$ cat src/rtl/clock_div_pkg.sv
// Shared constants, types and helpers for the clock divider bank.
package clock_div_pkg;

  localparam int CLKDIV_CNT_W       = 25;
  localparam int CLKDIV_DEFAULT_DIV = 10_000_000;  // 2.4 Hz at 48 MHz

  typedef logic [CLKDIV_CNT_W-1:0] cnt_t;

  // Channel-select width; a single channel still gets a 1-bit select.
  function automatic int sel_w(input int n);
    return (n > 1) ? $clog2(n) : 1;
  endfunction

endpackage

$ cat src/rtl/clock_div_chan.sv
// One divider channel: half-period counter, shadowed divisor, toggle and tick.
// The CLKDIV_SYNC_EN macro adds a sync input that restarts the channel.
module clock_div_chan import clock_div_pkg::*; #(
  parameter int CNT_W       = CLKDIV_CNT_W,
  parameter int DEFAULT_DIV = CLKDIV_DEFAULT_DIV
) (
  input  logic             clk,
  input  logic             reset,
  input  logic             en,
  input  logic             wr,
  input  logic [CNT_W-1:0] wr_val,
`ifdef CLKDIV_SYNC_EN
  input  logic             sync,
`endif
  output logic             clk_out,
  output logic             tick,
  output logic             pending
);

  localparam logic [CNT_W-1:0] DIV_RST = CNT_W'(DEFAULT_DIV);

  logic [CNT_W-1:0] cnt, div_cur, shadow;
  logic             term, apply;

  // >= rather than == so a divisor shrunk while idle cannot strand cnt above it.
  assign term  = (cnt >= div_cur - CNT_W'(1));
  assign apply = pending && (!en || term);

  always_ff @(posedge clk) begin
    if (reset) begin
      cnt     <= '0;
      clk_out <= 1'b0;
      tick    <= 1'b0;
      pending <= 1'b0;
      div_cur <= DIV_RST;
      shadow  <= DIV_RST;
    end
`ifdef CLKDIV_SYNC_EN
    else if (sync) begin
      cnt     <= '0;
      clk_out <= 1'b0;
      tick    <= 1'b0;
      if (pending) begin
        div_cur <= shadow;
        pending <= 1'b0;
      end
    end
`endif
    else begin
      tick <= 1'b0;
      if (en) begin
        if (term) begin
          cnt     <= '0;
          clk_out <= ~clk_out;
          tick    <= 1'b1;
        end else begin
          cnt <= cnt + CNT_W'(1);
        end
      end
      if (apply) begin
        div_cur <= shadow;
        pending <= 1'b0;
      end
      // A write landing on the apply edge re-arms pending with the new value.
      if (wr) begin
        shadow  <= wr_val;
        pending <= 1'b1;
      end
    end
  end

endmodule

$ cat src/rtl/clock_div_bank.sv
// Bank of NUM_CH programmable 50%-duty clock dividers with shadowed divisors.
// Define CLKDIV_SYNC_EN to add the sync port that phase-aligns all channels.
module clock_div_bank import clock_div_pkg::*; #(
  parameter int NUM_CH      = 4,
  parameter int CNT_W       = CLKDIV_CNT_W,
  parameter int DEFAULT_DIV = CLKDIV_DEFAULT_DIV
) (
  input  logic                      int_osc,
  input  logic                      reset,
  input  logic [NUM_CH-1:0]         en,
  input  logic                      div_wr,
  input  logic [sel_w(NUM_CH)-1:0]  div_sel,
  input  logic [CNT_W-1:0]          div_val,
`ifdef CLKDIV_SYNC_EN
  input  logic                      sync,
`endif
  output logic [NUM_CH-1:0]         clk_out,
  output logic [NUM_CH-1:0]         tick,
  output logic [NUM_CH-1:0]         pending,
  output logic                      wr_err
);

  logic              wr_ok;
  logic [NUM_CH-1:0] wr_ch;

  assign wr_ok = div_wr && (div_val != '0) && (32'(div_sel) < 32'(NUM_CH));

  always_ff @(posedge int_osc) begin
    if (reset) wr_err <= 1'b0;
    else       wr_err <= div_wr && !wr_ok;
  end

  for (genvar i = 0; i < NUM_CH; i++) begin : g_ch
    assign wr_ch[i] = wr_ok && (32'(div_sel) == 32'(i));

    clock_div_chan #(
      .CNT_W       (CNT_W),
      .DEFAULT_DIV (DEFAULT_DIV)
    ) u_chan (
      .clk     (int_osc),
      .reset   (reset),
      .en      (en[i]),
      .wr      (wr_ch[i]),
      .wr_val  (div_val),
`ifdef CLKDIV_SYNC_EN
      .sync    (sync),
`endif
      .clk_out (clk_out[i]),
      .tick    (tick[i]),
      .pending (pending[i])
    );
  end

endmodule

$ cat config.mk
export PLATFORM = sky130hd
export DESIGN_NAME = clock_div_bank
export DESIGN_NICKNAME = d
export VERILOG_FILES = /design/src/rtl/clock_div_pkg.sv /design/src/rtl/clock_div_chan.sv /design/src/rtl/clock_div_bank.sv
export SDC_FILE = /design/constraint.sdc
export NUM_CORES = 1
export LEC_CHECK = 0
export CORE_ASPECT_RATIO = 0.5
export CORE_MARGIN = 8
export CORE_UTILIZATION = 40
export DETAILED_ROUTE_END_ITERATION = 6
export PLACE_DENSITY = 0.55
export SYNTH_ARGS = -nofsm -noshare
export SYNTH_HDL_FRONTEND = slang
export SYNTH_SLANG_ARGS = --single-unit
$ cat constraint.sdc
create_clock -name int_osc -period 4.6 [get_ports int_osc]
set_clock_uncertainty 0.1 [all_clocks]
set_input_delay 0.92 -clock int_osc [delete_from_list [all_inputs] [get_ports int_osc]]
set_output_delay 0.92 -clock int_osc [all_outputs]
set_load 0.01 [all_outputs]
==> results by group, run 1 <==
Run status
  • Status: finished clean

Cells and area
  • ANT cells: 0
  • Final-stage net count: 2096
  • Fill cells: about 4100
  • Synth-to-Final Area Change: 13.1%
  • Post-route cell area: around 0.019 mm^2
  • Layout cells sized above 1: 6.42%

GRT
  • Total track usage: ~16%
  • Largest net degree at the start of global routing: 180
  • Gr ovfl total: 0
  • Antenna violations before repair: 0
  • M3 GR Usage: under 10%
  • Met2 usage: ~23%
  • GR peak layer: met1
  • Vias in the first global route: approximately 12000
  • GRT met1 Usage: roughly 25%
  • First-pass GRT wire length: 66100 um

Floorplanning
  • Starting Density: just over 40%
  • Chip Height: approximately 160 um
  • Core Region: around 0.04 mm^2
  • I/O Pins: 47
  • Die W: about 300 um
  • Site Rows: 52
  • Die area: between 0.04 and 0.05 mm^2

Routing
  • Via Count: 12900
  • DRC: 0
  • Violation count after the first detailed-routing iteration: between 700 and 800
  • DR vias/cell: 5.11
  • Routed len/inst: 15.9 um
  • Remaining antenna violation count: 0
  • Routed WL: approximately 40000 um
  • TritonRoute pass-1 iters: 5

Setup path
  • Crit. Startpoint: g_ch[3].u_chan.div_cur[2]$_SDFFE_PP0P_
  • CP Max Fanout: 25
  • Endpoint class of the critical path: flop
  • Capture point of the worst reg-to-reg path: g_ch[3].u_chan.div_cur[4]$_SDFFE_PP0P_
  • R2R Path Start: g_ch[3].u_chan.div_cur[2]$_SDFFE_PP0P_
  • Crit path depth: 14
  • CP top delay family: simple AND/OR/NAND/NOR gates
  • Worst path cell trace: nor4_2 > nand2_1 > or4_4 > or3_1 > nor4_4 > xnor2_1 > ha_1 > nand3_1 > nor4_2 > o311a_1 > a211oi_2 > a31oi_4 > buf_12 > mux2i_1
  • R2R depth: 14
  • WP data required: 4.99 ns
  • Setup CP Type: flop to flop
  • Reg2reg setup slack: 0.34 ns
  • Critical path launch point type: flop
  • CP arrival: 4.65 ns
  • CP endpoint: g_ch[3].u_chan.div_cur[4]$_SDFFE_PP0P_
  • Slowest stage delay, CP: roughly 0.48 ns
  • Worst path bufs/invs: 1
  • Most numerous cell on the critical path: nor4_2
  • Slowest cell on the critical path: or3_1

Synthesis
  • Post-synth ARST share: 0%
  • Synth cell types: 66
  • #FFs+latches synth: about 310
  • Synth Flop Type: dfxtp_1
  • Post-synth EDFFs: 0
  • Post-Synthesis Cells: 1939
  • Mapped Area: 0.0164 mm^2
  • Syn_nets: between 2000 and 2500
  • Syn Area/Cell: between 8 and 9 um^2
  • Synth warn: 0
  • Sequential share of the synthesized area: a little under two fifths

Power and ir drop
  • Sequential share of power: approximately 48%
  • Maximum VDD drop: between 0.0002 and 0.0003 V
  • Clock power frac: 47.4%
  • Leak: just under 7 nW
  • Total power: 5.86 mW
  • Pint: 4.51 mW
  • Pwr Density: between 300 and 400 mW/mm^2
  • Combinational Power Share: 5.1%
  • Sw Pwr: between 1 and 1.5 mW
  • Switching Share: roughly 23%

Worst hold path
  • Class of the worst hold path: flop to flop

CTS
  • CTS resizes: 0
  • TritonCTS clock tree: yes
  • CTS sink count: between 300 and 400
  • Max Root-Sink Buffers: 3
  • Hold-fix buffers at CTS: 0
  • Clock slew at reported path FFs: around 0.07 ns
  • Root cell of the clock tree: clkbuf_16
  • Clk Latency, worst-skew pair: 0.59 ns
  • CTS Buf Count: 31
  • H-tree Lvls: 1
  • Post-CTS setup buffer count: 0

Placed design
  • Port bufs: 46
  • HPWL after detailed placement: 27300 um
  • Placer Congestion: around 0.78
  • Placed cell area: 0.0175 mm^2

Timing
  • RSZ-0062 raised after global routing: no
  • Final Critical Period: around 4.3 ns
  • Fmax: around 230 MHz
  • Final Max Slew Viols: 0
  • Slew margin rel.: ~37%
  • Final setup vio count: 0
  • Slew @ Worst Pin: 0.950 ns
  • Period utilization: 92.6%
  • Fin. Hold Viols: 0
  • TNS Setup: 0 ns

Job
  • Max_cap viols: 0
[cells in the final DEF, fill, tap and decap left out, types with 63 or more instances in the layout]
cell       n
nand3_1   73
nand2_1  361
mux2i_1  125
dfxtp_1  313
xor2_1    63
ha_1     108
xnor2_1  111
nor2_1   183
a21oi_1   88
nor3_1   112
[worst register-to-register path, delay by kind of cell (launching register included)]
family / cells / cell delay (ns)
muxes: 1 / 0.23
DFF: 1 / 0.36
AOI/OAI and AO/OA: 3 / 0.56
adders and majority gates: 1 / 0.33
xor gates and xnor gates: 1 / 0.14
buffers and inverters: 1 / 0.23
and+or+nand+nor: 7 / 2.23
[cells in the mapped netlist (all sizes together) (49+ instances only)]
master    n  area [um^2]
nor3    119          616
ha      108         1350
nand2   361         1360
mux2i   125         1250
nor2    183          687
nand4    49          307
xor2     63          552
dfxtp   313         6270
nand3    74          375
clkbuf   63          236
a21oi    88          440
xnor2   111          972
[power by group through the flow]
stage | clock (mW) | sequential (mW) | combinational, mW
floorplan | 0 | 2.84 | 0.184
global placement | 0 | 2.84 | 0.299
detailed placement | 0 | 2.84 | 0.300
CTS | 2.86 | 2.78 | 0.301
global route | 2.97 | 2.79 | 0.329
finish | 2.77 | 2.78 | 0.299
[cell type report]
cell class / count / area, um^2 / area share (%)
repair buffers: 82 / 807 / 4.34
flip-flops and latches: 313 / 6270 / 33.7
multi-input cells: 1489 / 9580 / 51.5
clock inverters: 15 / 220 / 1.18
clock buffers: 41 / 893 / 4.81
well taps: 540 / 676 / 3.64
inverters: 37 / 144 / 0.774
[metrics by stage]
step,hold WS [ns],utilization [%],std cells,worst slack [ns]
detailed placement,0.347,43.2,2461,0.254
global route,0.373,45.9,2517,0.0770
finish,0.352,45.9,2517,0.343
CTS,0.356,45.9,2517,0.184
floorplan,0.337,-,1939,0.537
global placement,0.342,43.2,2461,0.239
[per-layer routing]
layer	vias up	wire, um
met5	-	0
li1	6737	-
met2	121	15800
met4	0	833
met3	52	1120
met1	5949	22200
[state kept, by name, indices dropped and copies added (netlist names)]
name and flops:
g_ch.u_chan.cnt 100, g_ch.u_chan.shadow 100, wr_err 1, g_ch.u_chan.pending 4, g_ch.u_chan.tick 4, g_ch.u_chan.clk_out 4
g_ch.u_chan.div_cur 100
[worst min path at each step]
| stage | startpoint | end | cells past startpoint |
|---|---|---|---|
| 5_1_grt | g_ch[2].u_chan.shadow[17]$_SDFFE_PP0P_ | g_ch[2].u_chan.shadow[17]$_SDFFE_PP0P_ | 2 |
| 4_1_cts | g_ch[3].u_chan.shadow[6]$_SDFFE_PP0P_ | g_ch[3].u_chan.div_cur[6]$_SDFFE_PP0P_ | 2 |
| 3_3_place_gp | g_ch[0].u_chan.shadow[2]$_SDFFE_PP0P_ | g_ch[0].u_chan.shadow[2]$_SDFFE_PP0P_ | 2 |
| 2_1_floorplan | g_ch[0].u_chan.shadow[0]$_SDFFE_PP0P_ | g_ch[0].u_chan.shadow[0]$_SDFFE_PP0P_ | 2 |
| 6_report | g_ch[3].u_chan.shadow[6]$_SDFFE_PP0P_ | g_ch[3].u_chan.div_cur[6]$_SDFFE_PP0P_ | 2 |
| 3_5_place_dp | g_ch[2].u_chan.shadow[1]$_SDFFE_PP0P_ | g_ch[2].u_chan.shadow[1]$_SDFFE_PP0P_ | 2 |
[cell families (layout without fill, tap and decap cells)]
group / count (synthesis) / in the layout / share of synthesized area (%)
compound gates: 166 / 166 / 6.72
mux: 129 / 129 / 7.89
xor+xnor: 174 / 174 / 9.28
simple gates: 912 / 912 / 26.0
flops: 313 / 313 / 38.1
buf+inv: 137 / 175 / 3.75
fa+ha+maj: 108 / 108 / 8.22
Note: power is estimated with default switching activity, not from simulation.
==> run 2, diff against run 1 <==
--- a/config.mk
+++ b/config.mk
@@ -8,8 +8,10 @@
 export CORE_ASPECT_RATIO = 0.5
 export CORE_MARGIN = 8
 export CORE_UTILIZATION = 40
+export CTS_BUF_LIST = sky130_fd_sc_hd__clkbuf_16
 export DETAILED_ROUTE_END_ITERATION = 6
 export PLACE_DENSITY = 0.55
+export SETUP_SLACK_MARGIN = 0.3
 export SYNTH_ARGS = -nofsm -noshare
 export SYNTH_HDL_FRONTEND = slang
 export SYNTH_SLANG_ARGS = --single-unit
==> run 2 against run 1 <==
Compared with the run above: first-iteration DRC count increased by 14%; flip-flop and latch count unchanged; combinational power about the same; fmax increased by 3.5%; total power decreased by 2.3%; register-to-register slack improved by 0.14 ns; non-clock buffer count increased by 7; clock power decreased by 5%; final area increased by 0.67%; die area unchanged; utilization increased by 0.31 points; setup slack improved by 0.14 ns; highest routed layer unchanged.
==> results by group, run 2 (synthesized netlist as in run 1, its figures left out) <==
Setup path
  • Most numerous cell on the critical path: or4_4
  • Endpoint class of the critical path: flop
  • Critical path launch point type: flop
  • CP Max Fanout: 25
  • Setup CP Type: flop to flop
  • WP data required: 4.96 ns
  • Slowest cell on the critical path: or4_4
  • CP arrival: about 4.5 ns
  • Slowest stage delay, CP: a little under 0.6 ns
  • Worst path cell trace: or4_4 > nor4_4 > nand3_2 > or4_4 > nor3_2 > xnor2_1 > ha_1 > nand4_1 > a211oi_1 > a2111oi_2 > o211ai_1 > o31a_1 > buf_12 > mux2i_1

Run status
  • Status: finished clean

Power and ir drop
  • Switching Share: between 20% and 30%
  • Pwr Density: between 300 and 400 mW/mm^2
  • Total power: around 5.7 mW
  • Sw Pwr: approximately 1.4 mW
  • Clock power frac: approximately 46%
  • Leak: 6.81 nW
  • Maximum VDD drop: 0.000288 V
  • Combinational Power Share: under 10%
  • Pint: between 4 and 5 mW
  • Sequential share of power: 48.6%

Timing
  • Slew @ Worst Pin: between 0.9 and 1 ns
  • Final WS setup: between 0.4 and 0.5 ns
  • Final Critical Period: slightly above 4 ns
  • RSZ-0062 raised after global routing: no
  • Final setup vio count: 0
  • Fmax: between 200 and 250 MHz
  • Fin. Hold Viols: 0
  • Final Max Slew Viols: 0
  • TNS Setup: 0 ns
  • Period utilization: around nine tenths
  • Slew margin rel.: between 30% and 40%

Routing
  • Violation count after the first detailed-routing iteration: 899
  • Remaining antenna violation count: 0
  • DR vias/cell: slightly above 5
  • DRC: 0
  • TritonRoute pass-1 iters: 4
  • Routed WL: 40400 um
  • Via Count: between 10000 and 15000
  • Routed len/inst: roughly 16 um

GRT
  • M3 GR Usage: 2.23%
  • GR peak layer: met1
  • Met2 usage: 23.2%
  • GRT met1 Usage: 25.4%
  • Vias in the first global route: between 10000 and 15000
  • Gr ovfl total: 0
  • Largest net degree at the start of global routing: 180
  • Antenna violations before repair: 0
  • Total track usage: between 15 and 20%
  • First-pass GRT wire length: ~66000 um

Cells and area
  • Multi-input logic area: between 0.009 and 0.01 mm^2
  • Fill cells: between 4000 and 5000
  • ANT cells: 0
  • Layout cells sized above 1: under 10%
  • Biggest regs: g_ch.u_chan.cnt x100, g_ch.u_chan.div_cur x100, g_ch.u_chan.shadow x100
  • Synth-to-Final Area Change: 13.9%
  • Reg area: roughly 0.0063 mm^2
  • Final-stage net count: 2103
  • Non-Filler Instances: around 2500
  • Most frequent cells in the layout: nand2_1 (361), dfxtp_1 (313), nor2_1 (182), mux2i_1 (125), xnor2_1 (111)
  • Most common cell after layout, fill and taps aside: nand2_1

Floorplanning
  • Core Region: roughly 0.040 mm^2
  • Starting Density: roughly two fifths
  • I/O Pins: 47
  • Chip Height: about 160 um
  • Site Rows: 52
  • Die area: approximately 0.048 mm^2
  • Die W: 303 um

Placed design
  • Placer Congestion: 0.782
  • HPWL after detailed placement: 27300 um
  • Placed Cells: 2461
  • Setup WS pre-CTS: roughly 0.25 ns
  • Port bufs: 46

CTS
  • TritonCTS clock tree: yes
  • CTS Buf Count: 31
  • Max Root-Sink Buffers: 3
  • H-tree Lvls: 1
  • Clock slew at reported path FFs: 0.07 ns
  • CTS sink count: roughly 310
  • Clk Latency, worst-skew pair: just under 0.6 ns
  • Root cell of the clock tree: clkbuf_16
  • Hold-fix buffers at CTS: 0

Worst hold path
  • Class of the worst hold path: flop to flop

Job
  • Max_cap viols: 0
[run 2: changes by cell type in the layout (fill, tap and decap cells not counted), sizes merged]
cell / before / now
clkbuf: 41 / 32
clkinv: 6 / 14
buf: 37 / 43
inv: 39 / 41
[run 2: layout make-up]
| cell class | instances | share of cell area (%) |
|---|---|---|
| Multi-Input combinational cell | 1489 | 51.8 |
| Sequential cell | 313 | 33.5 |
| Timing Repair Buffer | 89 | 4.77 |
| Clock buffer | 31 | 4.15 |
| Tap cell | 540 | 3.61 |
| Clock inverter | 25 | 1.38 |
| Inverter | 37 | 0.769 |
[run 2: metrics by stage]
stage / hold slack, ns / util, % / area [um^2]
finish: 0.354 / 46.2 / 18700
detailed placement: 0.347 / 43.2 / 17500
floorplan: 0.337 / - / 16400
global route: 0.372 / 46.2 / 18700
global placement: 0.342 / 43.2 / 17500
CTS: 0.356 / 45.7 / 18500
[run 2: critical path: cells and delay by family, from the launching register on]
| family | cells | cell delay (ns) |
|---|---|---|
| AO/OA/AOI/OAI | 4 | 1.00 |
| adder cells (fa/ha/maj) | 1 | 0.29 |
| flip-flops | 1 | 0.37 |
| AND/OR/NAND/NOR | 6 | 1.76 |
| multiplexers | 1 | 0.14 |
| XOR/XNOR | 1 | 0.14 |
| buffers and inverters | 1 | 0.18 |
[run 2: power groups by stage]
stage / Combinational [mW] / Sequential (mW) / Clock, mW
after CTS: 0.301 / 2.78 / 2.72
final: 0.302 / 2.78 / 2.64
after global placement: 0.299 / 2.84 / 0
after detailed placement: 0.300 / 2.84 / 0
after floorplan: 0.184 / 2.84 / 0
after global routing: 0.332 / 2.79 / 2.83
[run 2: worst paths after layout]
path / to / cells past startpoint / slack, ns / startpoint
max: g_ch[2].u_chan.div_cur[9]$_SDFFE_PP1P_ / 14 / 0.48 / g_ch[2].u_chan.div_cur[4]$_SDFFE_PP0P_
min reg2reg: g_ch[3].u_chan.div_cur[6]$_SDFFE_PP0P_ / 2 / 0.35 / g_ch[3].u_chan.shadow[6]$_SDFFE_PP0P_
min: g_ch[3].u_chan.div_cur[6]$_SDFFE_PP0P_ / 2 / 0.35 / g_ch[3].u_chan.shadow[6]$_SDFFE_PP0P_
max reg2reg: g_ch[2].u_chan.div_cur[9]$_SDFFE_PP1P_ / 14 / 0.48 / g_ch[2].u_chan.div_cur[4]$_SDFFE_PP0P_
[run 2: timing repair]
action	in CTS	in global routing
buffers inserted	0	6
pin swaps	0	11
cloned	0	1
setup endpoints to repair	42	187
hold endpoints to repair	0	0
gates resized for setup	1	27
[run 2: routing by layer]
metal  vias to the layer above  share of wire [%]
met3                        59                3.2
met5                         -                  0
met1                      5981                 55
met2                       146                 40
li1                       6741                  -
met4                         0                2.2
==> variant 1: new RTL, flow settings as in run 2 <==
Change the parameter `NUM_CH` from 4 to 2.
--- a/src/rtl/clock_div_bank.sv
+++ b/src/rtl/clock_div_bank.sv
@@ -3,3 +3,3 @@
 module clock_div_bank import clock_div_pkg::*; #(
-  parameter int NUM_CH      = 4,
+  parameter int NUM_CH      = 2,
   parameter int CNT_W       = CLKDIV_CNT_W,
Interface: changed (5 resized); port bits go from 47 to 38. The function was not compared with the original's and may differ.
==> variant 1 against run 2 <==
Sequential cell count decreased by 156; wire length decreased by 55%; non-clock buffer count decreased by 43; power decreased by 48%; sequential power decreased by 49%; setup slack improved by 0.076 ns; final area decreased by 48%; area after synthesis decreased by 48%; global-route usage decreased by 2.3 points.
==> variant 1: results <==
set metrics [dict create \
    critPathSlowestCell "a2111oi_1" \
    grt_use_total_pct 14.05 \
    status "finished clean" \
    final_nets 1050 \
    grt_pass1_wl_um 31100 \
    port_buffers 37 \
    dpl.hpwl_um 13060 \
    worst_path_largest_cell_delay_ns 0.63 \
    clock_path_buffers 2 \
    drt_iter0_drc 392 \
    synthMuxAreaShare_pct 10.14 \
    synth-compound-area-share_pct 6.215 \
    tightest_slew_ns 0.8270 \
    dp.cells 1219 \
    syn_nets 1032 \
    synth_xor_area_share_pct 9.051 \
    dr_total_vias 6305 \
    numCtsBuffers 17 \
    htreeDepth 4 \
    synth_area_leaders "dfxtp_1 (37%), mux2i_1 (9.9%), ha_1 (7.9%)" \
    ys_seq_area_share_pct 36.91 \
    syn_avg_cell_area_sq_um 8.992 \
    largestRegisters "g_ch.u_chan.cnt: 50 flops, g_ch.u_chan.div_cur: 50 flops, g_ch.u_chan.shadow: 50 flops" \
    dpl_cell_area_sq_um 9090 \
    num-fill-cells 1931 \
    cp.arrival_ns 4.29 \
    synth_commonest_cells "dfxtp_1 (157), nor2_1 (119), mux2i_1 (84)" \
    clock_latency_ns 0.43 \
    grt_max_degree 114 \
    vdd_drop_max_uv 175.6 \
    via_per_inst 5.040 \
    gp_congestion 0.8118 \
    grt_pass1_vias 6106 \
    p_leak_nw 3.572 \
    synth_adder_area_share_pct 7.934 \
    drive_above_1_share_pct 7.055 \
]
[variant 1: cell types whose count changed after synthesis, moves of 47 or more]
cell	change
a21oi_1	-64
dfxtp_1	-156
ha_1	-54
nand2_1	-319
nand2b_1	+64
nand3_1	-47
nor2_1	-64
nor3_1	-52
[variant 1: final timing paths]
kind	startpoint	end	slack, ns	depth (start not counted)
max reg2reg	g_ch[0].u_chan.div_cur[5]	g_ch[0].u_chan.div_cur[14]	0.56	11
min	g_ch[1].u_chan.shadow[14]	g_ch[1].u_chan.shadow[14]	0.36	2
min reg2reg	g_ch[1].u_chan.shadow[14]	g_ch[1].u_chan.shadow[14]	0.36	2
max	g_ch[0].u_chan.div_cur[5]	g_ch[0].u_chan.div_cur[14]	0.56	11
[variant 1: final cells by class]
cell class / count / area (sq um) / area share, %
multi-input combinational: 716 / 5082 / 52.34
sequential: 157 / 3143 / 32.37
timing repair buffer: 46 / 476.7 / 4.909
clock buffer: 17 / 425.4 / 4.381
tap: 273 / 341.6 / 3.518
clock inverter: 15 / 140.1 / 1.443
inverter: 27 / 101.3 / 1.044
[variant 1: cell families after synthesis]
| group | after synthesis |
|---|---|
| AO/OA/AOI/OAI | 74 |
| XOR/XNOR | 88 |
| adder cells (fa/ha/maj) | 54 |
| buffers and inverters | 74 |
| flip-flops | 157 |
| multiplexers | 86 |
| AND/OR/NAND/NOR | 414 |
[variant 1: worst min-delay path, cell delays in order (launching register included)]
cell	delay [ns]
dfxtp_1	0.31
nand2_1	0.05
a21oi_1	0.05
[variant 1: repair_timing]
action	CTS	global route
buffers inserted	0	0
resized for setup	0	8
endpoints found under the setup margin	0	94
[variant 1: power by group through the flow]
stage                     clock [mW]  combinational [mW]  sequential (mW)
after detailed placement           0               0.196             1.44
after global routing            1.47               0.216             1.42
after floorplan                    0               0.135             1.44
after global placement             0               0.194             1.44
after CTS                       1.40               0.197             1.41
final                           1.37               0.196             1.41
[variant 1: per-layer routing]
layer	wire length [um]	GRT usage, %	vias to the layer above
met2	7813	21.95	59
met1	9648	19.33	2902
met4	353	4.748	0
met3	441	2.645	23
li1	-	-	3321
met5	0	0	-
[variant 1: through the flow]
step	hold WS [ns]	util, %	setup slack [ns]
final	0.3644	46.93	0.5606
after global routing	0.3806	46.93	0.3005
after CTS	0.3671	46.66	0.3058
after detailed placement	0.3501	43.93	0.3296
after global placement	0.3459	43.93	0.4213
after floorplan	0.3361	-	0.8563
==> variant 2: new RTL, flow settings as in run 2 <==
Made on the original files. Register the output `tick`, cleared by the reset; this adds one clock of latency there. The other outputs are not delayed to match.
--- a/src/rtl/clock_div_bank.sv
+++ b/src/rtl/clock_div_bank.sv
@@ -21,2 +21,4 @@
 );
+
+  logic [NUM_CH-1:0] tick_d;
 
@@ -48,3 +50,3 @@
       .clk_out (clk_out[i]),
-      .tick    (tick[i]),
+      .tick    (tick_d[i]),
       .pending (pending[i])
@@ -53,2 +55,10 @@
 
+  always_ff @(posedge int_osc) begin
+    if (reset) begin
+      tick <= '0;
+    end else begin
+      tick <= tick_d;
+    end
+  end
+
 endmodule
Behaviour: not the same (a bounded check fails within 4 cycles, from zero or initial values and one cycle with reset high).
==> variant 2 against run 2 <==
First-iteration DRC count decreased by 40%; setup slack improved by 0.0057 ns; power shrank 0.92%; count of clock-buffer cells in the layout unchanged; wire length is 0.62% higher; largest power group unchanged; area after synthesis hardly changed; sequential cell count up 4; final area grew 0.31%.
==> variant 2: results <==
set metrics [dict create \
    route.met3.wl_um 1446 \
    num-fill-cells 3971 \
    port_buffers 46 \
    gp_congestion 0.7924 \
    htreeDepth 1 \
    dr_total_vias 13030 \
    sh_seq_area_pct 33.81 \
    yosysWarnings 0 \
    multi_input_gates 1507 \
    ys_seq_area_share_pct 38.61 \
    maxSlewHeadroom_pct 38.55 \
    antenna_cells 0 \
    drive_above_1_share_pct 7.129 \
    clock_latency_ns 0.57 \
    dpl.hpwl_um 27860 \
    drt_iter0_drc 539 \
    met2WireLength_um 17130 \
    n_sequential_cell 317 \
    bufAreaShareNonClock_pct 5.047 \
    numCtsBuffers 30 \
    grt_use_total_pct 16.24 \
    wire_per_inst_um 15.96 \
    antenna_found_initial 1 \
    inv_count 36 \
    crit_fanout 7 \
    p_leak_nw 6.948 \
    firstDrtPassIters 5 \
    wl_met1_um 21240 \
    worst_path_largest_cell_delay_ns 0.56 \
    synth_commonest_cells "nand2_1 (383), dfxtp_1 (317), nor2_1 (205)" \
    grt_pass1_vias 12320 \
    clkCellAreaFrac_pct 5.213 \
    grt_pass1_wl_um 65680 \
    largestRegisters "g_ch.u_chan.cnt: 100 flops, g_ch.u_chan.div_cur: 100 flops, g_ch.u_chan.shadow: 100 flops" \
    use_met1_pct 24.08 \
    dp.cells 2482 \
    cp.arrival_ns 4.49 \
    vdd_drop_max_uv 288.0 \
    area_growth_pct 14.20 \
    post-place-ws_ns 0.2087 \
    grt_max_degree 125 \
    multi_input_area_share_pct 51.58 \
    syn_avg_cell_area_sq_um 8.368 \
    critPathSlowestCell "or4_4" \
    dpl_cell_area_sq_um 17440 \
    synthDistinctLibCells 67 \
    use_met3_pct 2.375 \
    syn_nets 2106 \
    synth_area_leaders "dfxtp_1 (39%), nand2_1 (8.7%), ha_1 (8.2%)" \
    seqCellArea_sq_um 6346 \
    nNonClkBuffers 94 \
    met2_usage_pct 24.59 \
    status "finished clean" \
    wirelength_um 40630 \
]
-- variant 2: cell count changes after synthesis, sizes merged, moves of 8 or more --
cell    change
nand2      +22
a21oi      +17
clkbuf     +10
xnor2      -22
xor2       +12
nor3       -46
and3        +8
nor2       +22
-- variant 2: path summary, 6_finish.rpt --
| kind | start | endpoint | slack [ns] | cells past startpoint |
|---|---|---|---|---|
| setup / recovery | g_ch[3].u_chan.div_cur[6] | g_ch[3].u_chan.div_cur[5] | 0.49 | 15 |
| hold / removal | g_ch[2].u_chan.tick | tick[2] | 0.33 | 1 |
| setup reg to reg | g_ch[3].u_chan.div_cur[6] | g_ch[3].u_chan.div_cur[5] | 0.49 | 15 |
| hold reg to reg | g_ch[2].u_chan.tick | tick[2] | 0.33 | 1 |
-- variant 2: kinds of logic after synthesis --
logic type	synth area share, %
compound gates	7.301
xor+xnor	8.740
fa+ha+maj	8.222
buf+inv	3.852
flops	38.61
mux	7.697
simple gates	25.57
-- variant 2: power by group --
part | switching, mW | internal [mW]
Clock | 1.11 | 1.44
Sequential | 0.0300 | 2.79
Combinational | 0.199 | 0.111
-- variant 2: timing repair --
| item | CTS | global route |
|---|---|---|
| cloned | 0 | 8 |
| endpoints found under the setup margin | 50 | 197 |
| resized for setup | 2 | 39 |
| pin swaps | 0 | 9 |
| setup buffers | 0 | 4 |
-- variant 2: worst max-delay path, delay by kind of cell (launching register included) --
| family | cells | cell delay [ns] |
|---|---|---|
| and+or+nand+nor | 7 | 1.81 |
| xor gates and xnor gates | 1 | 0.19 |
| adders and majority gates | 1 | 0.31 |
| muxes | 1 | 0.19 |
| DFF | 1 | 0.35 |
| buffers and inverters | 2 | 0.29 |
| AOI/OAI and AO/OA | 3 | 0.78 |
